==> src/rtl/game_pkg.sv <==
// Shared playfield constants, state encoding and wall bundle.
// Used by the scroller, the collision checker and the renderer.
package game_pkg;

  localparam int SCREEN_W = 160;
  localparam int SCREEN_H = 120;
  localparam int WALL_W   = 16;
  localparam int GAP_H    = 40;
  localparam int BIRD_X   = 40;
  localparam int X_W      = 8;
  localparam int Y_W      = 7;

  typedef enum logic [1:0] {
    IDLE,
    RUN,
    FROZEN
  } state_t;

  typedef struct packed {
    logic [X_W-1:0] xleft;
    logic [X_W-1:0] xright;
    logic [Y_W-1:0] topy;
    logic [Y_W-1:0] bottomy;
  } wall_t;

  function automatic wall_t init_wall(input int gap_min);
    wall_t w;
    w.xleft   = X_W'(SCREEN_W - WALL_W);
    w.xright  = X_W'(SCREEN_W - 1);
    w.topy    = Y_W'(gap_min);
    w.bottomy = Y_W'(gap_min + GAP_H - 1);
    return w;
  endfunction

endpackage

==> src/rtl/lfsr8.sv <==
// Free-running 8-bit Fibonacci LFSR, taps 8/6/5/4 (period 255).
// Shifts left every clock; seed is loaded on reset only.
module lfsr8 #(
  parameter logic [7:0] SEED = 8'hA5
) (
  input  logic       clk,
  input  logic       reset,
  output logic [7:0] q
);

  logic fb;

  assign fb = q[7] ^ q[5] ^ q[4] ^ q[3];

  always_ff @(posedge clk or posedge reset) begin
    if (reset) begin
      q <= SEED;
    end else begin
      q <= {q[6:0], fb};
    end
  end

endmodule

==> src/rtl/pipe_scroller.sv <==
// Scrolls one wall leftward per frame tick, respawns it with a random gap,
// freezes on collision and scores when the wall clears the bird column.
module pipe_scroller
  import game_pkg::*;
#(
  parameter int         GAP_MIN   = 8,
  parameter int         RAND_BITS = 6,
  parameter int         SPEED     = 1,
  parameter logic [7:0] LFSR_SEED = 8'hA5
) (
  input  logic           clk,
  input  logic           reset,
  input  logic           frame_tick,
  input  logic           start,
  input  logic           restart,
  input  logic           touched,
  output logic [X_W-1:0] wall_xleft,
  output logic [X_W-1:0] wall_xright,
  output logic [Y_W-1:0] wall_topy,
  output logic [Y_W-1:0] wall_bottomy,
  output logic           coords_valid,
  output logic           running,
  output logic           score_pulse,
  output logic [7:0]     score
);

  if (GAP_MIN + 2**RAND_BITS - 1 + GAP_H > SCREEN_H - 1) begin : g_gap_chk
    $error("gap range exceeds playfield height");
  end
  if (SCREEN_W - 1 >= 2**X_W) begin : g_xw_chk
    $error("SCREEN_W-1 does not fit in X_W bits");
  end
  if (SCREEN_H - 1 >= 2**Y_W) begin : g_yw_chk
    $error("SCREEN_H-1 does not fit in Y_W bits");
  end

  localparam wall_t WALL_INIT = init_wall(GAP_MIN);

  state_t     state_q;
  wall_t      wall_q;
  logic       valid_q;
  logic       run_q;
  logic       pulse_q;
  logic [7:0] score_q;
  logic [7:0] lfsr;

  lfsr8 #(
    .SEED (LFSR_SEED)
  ) u_lfsr (
    .clk   (clk),
    .reset (reset),
    .q     (lfsr)
  );

  logic [7:0] rnd;
  logic       can_move;
  logic       passed;
  wall_t      moved;
  wall_t      spawn;

  always_comb begin
    rnd      = lfsr & 8'(2**RAND_BITS - 1);
    can_move = wall_q.xleft >= X_W'(SPEED);

    moved        = wall_q;
    moved.xleft  = wall_q.xleft - X_W'(SPEED);
    moved.xright = wall_q.xright - X_W'(SPEED);

    // gap is drawn from the LFSR value present at the respawn edge
    spawn         = WALL_INIT;
    spawn.topy    = Y_W'(GAP_MIN) + Y_W'(rnd);
    spawn.bottomy = spawn.topy + Y_W'(GAP_H - 1);

    passed = (wall_q.xright >= X_W'(BIRD_X))
          && (moved.xright < X_W'(BIRD_X));
  end

  always_ff @(posedge clk or posedge reset) begin
    if (reset) begin
      state_q <= IDLE;
      wall_q  <= WALL_INIT;
      valid_q <= 1'b0;
      run_q   <= 1'b0;
      pulse_q <= 1'b0;
      score_q <= 8'd0;
    end else begin
      pulse_q <= 1'b0;
      unique case (state_q)
        IDLE: begin
          if (start) begin
            state_q <= RUN;
            valid_q <= 1'b1;
            run_q   <= 1'b1;
          end
        end
        RUN: begin
          if (touched) begin
            state_q <= FROZEN;
            run_q   <= 1'b0;
          end else if (frame_tick) begin
            if (can_move) begin
              wall_q <= moved;
              if (passed) begin
                pulse_q <= 1'b1;
                score_q <= score_q + 8'(score_q != 8'hFF);
              end
            end else begin
              wall_q <= spawn;
            end
          end
        end
        FROZEN: begin
          if (restart) begin
            state_q <= IDLE;
            wall_q  <= WALL_INIT;
            valid_q <= 1'b0;
            score_q <= 8'd0;
          end
        end
        default: begin
          state_q <= IDLE;
          wall_q  <= WALL_INIT;
          valid_q <= 1'b0;
          run_q   <= 1'b0;
        end
      endcase
    end
  end

  assign wall_xleft   = wall_q.xleft;
  assign wall_xright  = wall_q.xright;
  assign wall_topy    = wall_q.topy;
  assign wall_bottomy = wall_q.bottomy;
  assign coords_valid = valid_q;
  assign running      = run_q;
  assign score_pulse  = pulse_q;
  assign score        = score_q;

endmodule

==> config.mk <==
export PLATFORM = sky130hd
export DESIGN_NAME = pipe_scroller
export DESIGN_NICKNAME = d
export VERILOG_FILES = /design/src/rtl/game_pkg.sv /design/src/rtl/lfsr8.sv /design/src/rtl/pipe_scroller.sv
export SDC_FILE = /design/constraint.sdc
export NUM_CORES = 1
export LEC_CHECK = 0
export ABC_AREA = 1
export CORE_MARGIN = 3
export CORE_UTILIZATION = 41
export DETAILED_ROUTE_END_ITERATION = 12
export DONT_BUFFER_PORTS = 1
export SYNTH_ARGS = -nofsm -noshare
export SYNTH_HDL_FRONTEND = slang
export SYNTH_SLANG_ARGS = --single-unit
==> constraint.sdc <==
create_clock -name clk -period 2.27 [get_ports clk]
set_input_delay 0.227 -clock clk [delete_from_list [all_inputs] [get_ports clk]]
set_output_delay 0.227 -clock clk [all_outputs]
set_load 0.05 [all_outputs]
==> summary.txt <==
Status
  – Outcome: finished clean

Flow run
  – MaxCap Viol Count: 0

GRT
  – Largest net degree at the start of global routing: 28
  – Total grt overflow: 0
  – First-pass GRT wire length: 9710 um
  – Vias in the first global route: 2010
  – GRT Overall Usage: 0.163
  – Initial antenna violation count: 0

STA
  – Rel. slew slack: 0.581
  – Slew @ Worst Pin: 0.628 ns
  – Max Clk Rate: 501 MHz
  – Tcrit/Tclk final: 0.880
  – Fin. Hold Viols: 0
  – RSZ-0062 raised after global routing: no
  – Setup TNS: 0 ns
  – Clk_skew: 0.0107 ns
  – Hold slack: 0.0257 ns
  – Min Tclk post-route: 2.00 ns
  – Setup ws final: 0.273 ns
  – Final Max Tran Viols: 0
  – Final setup fails: 0

Clocking
  – H-tree levels: 2
  – CTS tree: done
  – CTS max path bufs: 2
  – Setup Fix Bufs, Post-CTS: 0
  – CTS root buffer: clkbuf_8
  – Worst skew pair latency: 0.31 ns
  – Worst-path clk slew: 0.11 ns
  – Clock sinks: 51
  – Cts bufs inserted: 5

Placement
  – GP Congestion: 0.815
  – IO Port Bufs: 0
  – Cell total after placement: 400
  – Placement Cell Area: 2900 um2
  – Pre-CTS WS: 0.282 ns
  – DP HPWL: 4310 um

Synthesis
  – Synth warn: 0
  – Post-Syn Instances: 308
  – Ranking of synthesized cells by area: dfrtp_1 31%, dfstp_2 18%, nand2_1 9.4%
  – Post-synthesis mux area share: 0
  – Leading cell type by number of instances after synthesis: nand2_1
  – Most used flip-flop cell after synthesis: dfrtp_1
  – Largest family of logic cells by synthesized area: simple AND/OR/NAND/NOR gates
  – Synthesized Nets: 323
  – Simple-gate area share of the yosys netlist: 0.273
  – Synth Area in Compound Gates: 0.0772
  – Ys async rst share: 1.00
  – Mean post-synth cell area: 8.69 um2
  – Top cells by count, synth: 67 x nand2_1, 33 x dfrtp_1, 33 x inv_1
  – Synth Area in XOR/XNOR: 0.0491
  – Post-synth top area share: 0.309
  – #FFs+latches synth: 51
  – Adder-Cell Fraction of Synth Area: 0.0421
  – Netlist Area Pre-Place: 2680 um2
  – Dominant cell type by area after synthesis: dfrtp_1
  – Sequential area share after synthesis: 0.486
  – EDFF count, synth: 0
  – Count of cell types in the netlist: 35

Floorplan
  – Row count: 28
  – I/O pins: 47
  – Core Footprint: 6130 um2
  – Die Wd: 86.8 um
  – Die area: 7530 um2
  – Initial Util: 0.436
  – Die Ht: 86.8 um

Drt
  – Routed wire length per instance: 14.1 um
  – DRC viols: 0
  – Routed wire length: 5780 um
  – Iter 0 DRT Violations: 85
  – Vias: 2048
  – Final ANT Viol Nets: 0
  – Vias/cell: 5.01
  – Drt first pass iters: 4

Power
  – Final Total Pwr: 3.85 mW
  – P_leak: 1.47 nW
  – VDD IR-drop max: 0.955 mV
  – PD cells: 1270 nW/um2

Setup path
  – Required time worst endpoint: 2.51 ns
  – CP Max Fanout: 10
  – R2r startpoint: wall_xright[0]
  – Critical Path AT: 2.24 ns
  – Reg-to-reg endpoint: score[6]
  – Worst R2R Path Depth: 11
  – Crit. End Element: flop
  – Crit path kind: reg -> reg
  – Kind of start point of the critical path: flop
  – Setup slack, reg-to-reg: 0.27 ns

Layout
  – Final core utilization: 0.494
  – Layout Cells excl Fill: 409
  – Layout cells sized above 1: 0.225
  – Nets: 348
  – Final design area excluding fillers: 3030 um2
  – # diodes: 0
  – Layout area overhead: 13.2%

Worst hold path
  – Hold_sp: touched
  – Worst Hold Endpoint: state_q[0]
  – Hold depth: 1
  – Hold crit path type: in -> reg
-- cells in the final DEF, fill, tap and decap left out, types with 5 or more instances in the layout --
cell	synthesis	routed
dfrtp_1	33	33
o21ai_1	10	10
nand2_1	67	67
o21ai_0	13	13
nand3_1	21	21
buf_4	2	20
inv_1	33	32
xor2_1	7	7
nor2_1	31	31
nand4_1	6	6
xnor2_1	8	8
inv_2	8	9
a21oi_1	7	7
clkbuf_8	0	5
dfstp_2	18	18
ha_1	9	9
-- what timing repair did --
item	in CTS	in global routing
hold buffers	1	0
setup endpoints to repair	0	0
hold endpoints to repair	19	0
gates resized for setup	0	0
-- state kept, by name, summed over array words and instances (netlist names) --
| name | flops |
|---|---|
| coords_valid | 1 |
| running | 1 |
| score | 8 |
| score_pulse | 1 |
| state_q | 2 |
| u_lfsr.q | 8 |
| wall_bottomy | 7 |
| wall_topy | 7 |
| wall_xleft | 8 |
| wall_xright | 8 |
-- logic make-up (layout without fill, tap and decap cells) --
group,Yosys count,count (layout)
and+or+nand+nor,149,149
DFF,51,51
buffers and inverters,46,72
AOI/OAI and AO/OA,38,38
xor gates and xnor gates,15,15
adders and majority gates,9,9
-- report_power, final --
group          leakage (nW)  switching (mW)  internal (mW)
Sequential            0.635           0.264           1.12
Combinational         0.777            1.31          0.490
Clock                0.0587           0.331          0.335
-- per-layer routing --
layer / GRT usage / part of all wire / vias up
met5: 0 / 0 / -
met4: 0.0496 / 0.0050 / 0
met3: 0.0485 / 0.061 / 2
met2: 0.249 / 0.47 / 38
met1: 0.222 / 0.46 / 971
li1: - / - / 1037
-- how the worst max path moves through the flow --
stage | start | to | slack (ns) | cells after the start
2_1_floorplan | score[3] | score[4] | 0.27 | 12
5_1_grt | wall_xright[0] | score[2] | 0.08 | 11
3_5_place_dp | wall_xright[0] | score[6] | 0.28 | 11
4_1_cts | wall_xright[0] | score[6] | 0.25 | 11
3_3_place_gp | wall_xright[0] | score[0] | 0.30 | 11
6_report | wall_xright[0] | score[6] | 0.27 | 11
-- final cells by class --
type	count	area, um2
fillers	588	3100
flip-flops and latches	51	1300
multi-input cells	211	1180
repair buffers	22	180
inverters	42	158
well taps	75	93.8
clock buffers	5	68.8
clock inverters	3	47.5
-- worst max-delay path: stages (launching register included) --
cell     delay, ns
dfstp_2       0.54
inv_1         0.12
ha_1          0.26
inv_1         0.07
nor2_1        0.07
nand4_1       0.09
nand2_1       0.07
nor2_1        0.17
nand4_4       0.23
nand2_4       0.17
nand2_1       0.07
nand2_1       0.06
(Power assumes the default switching activity.)
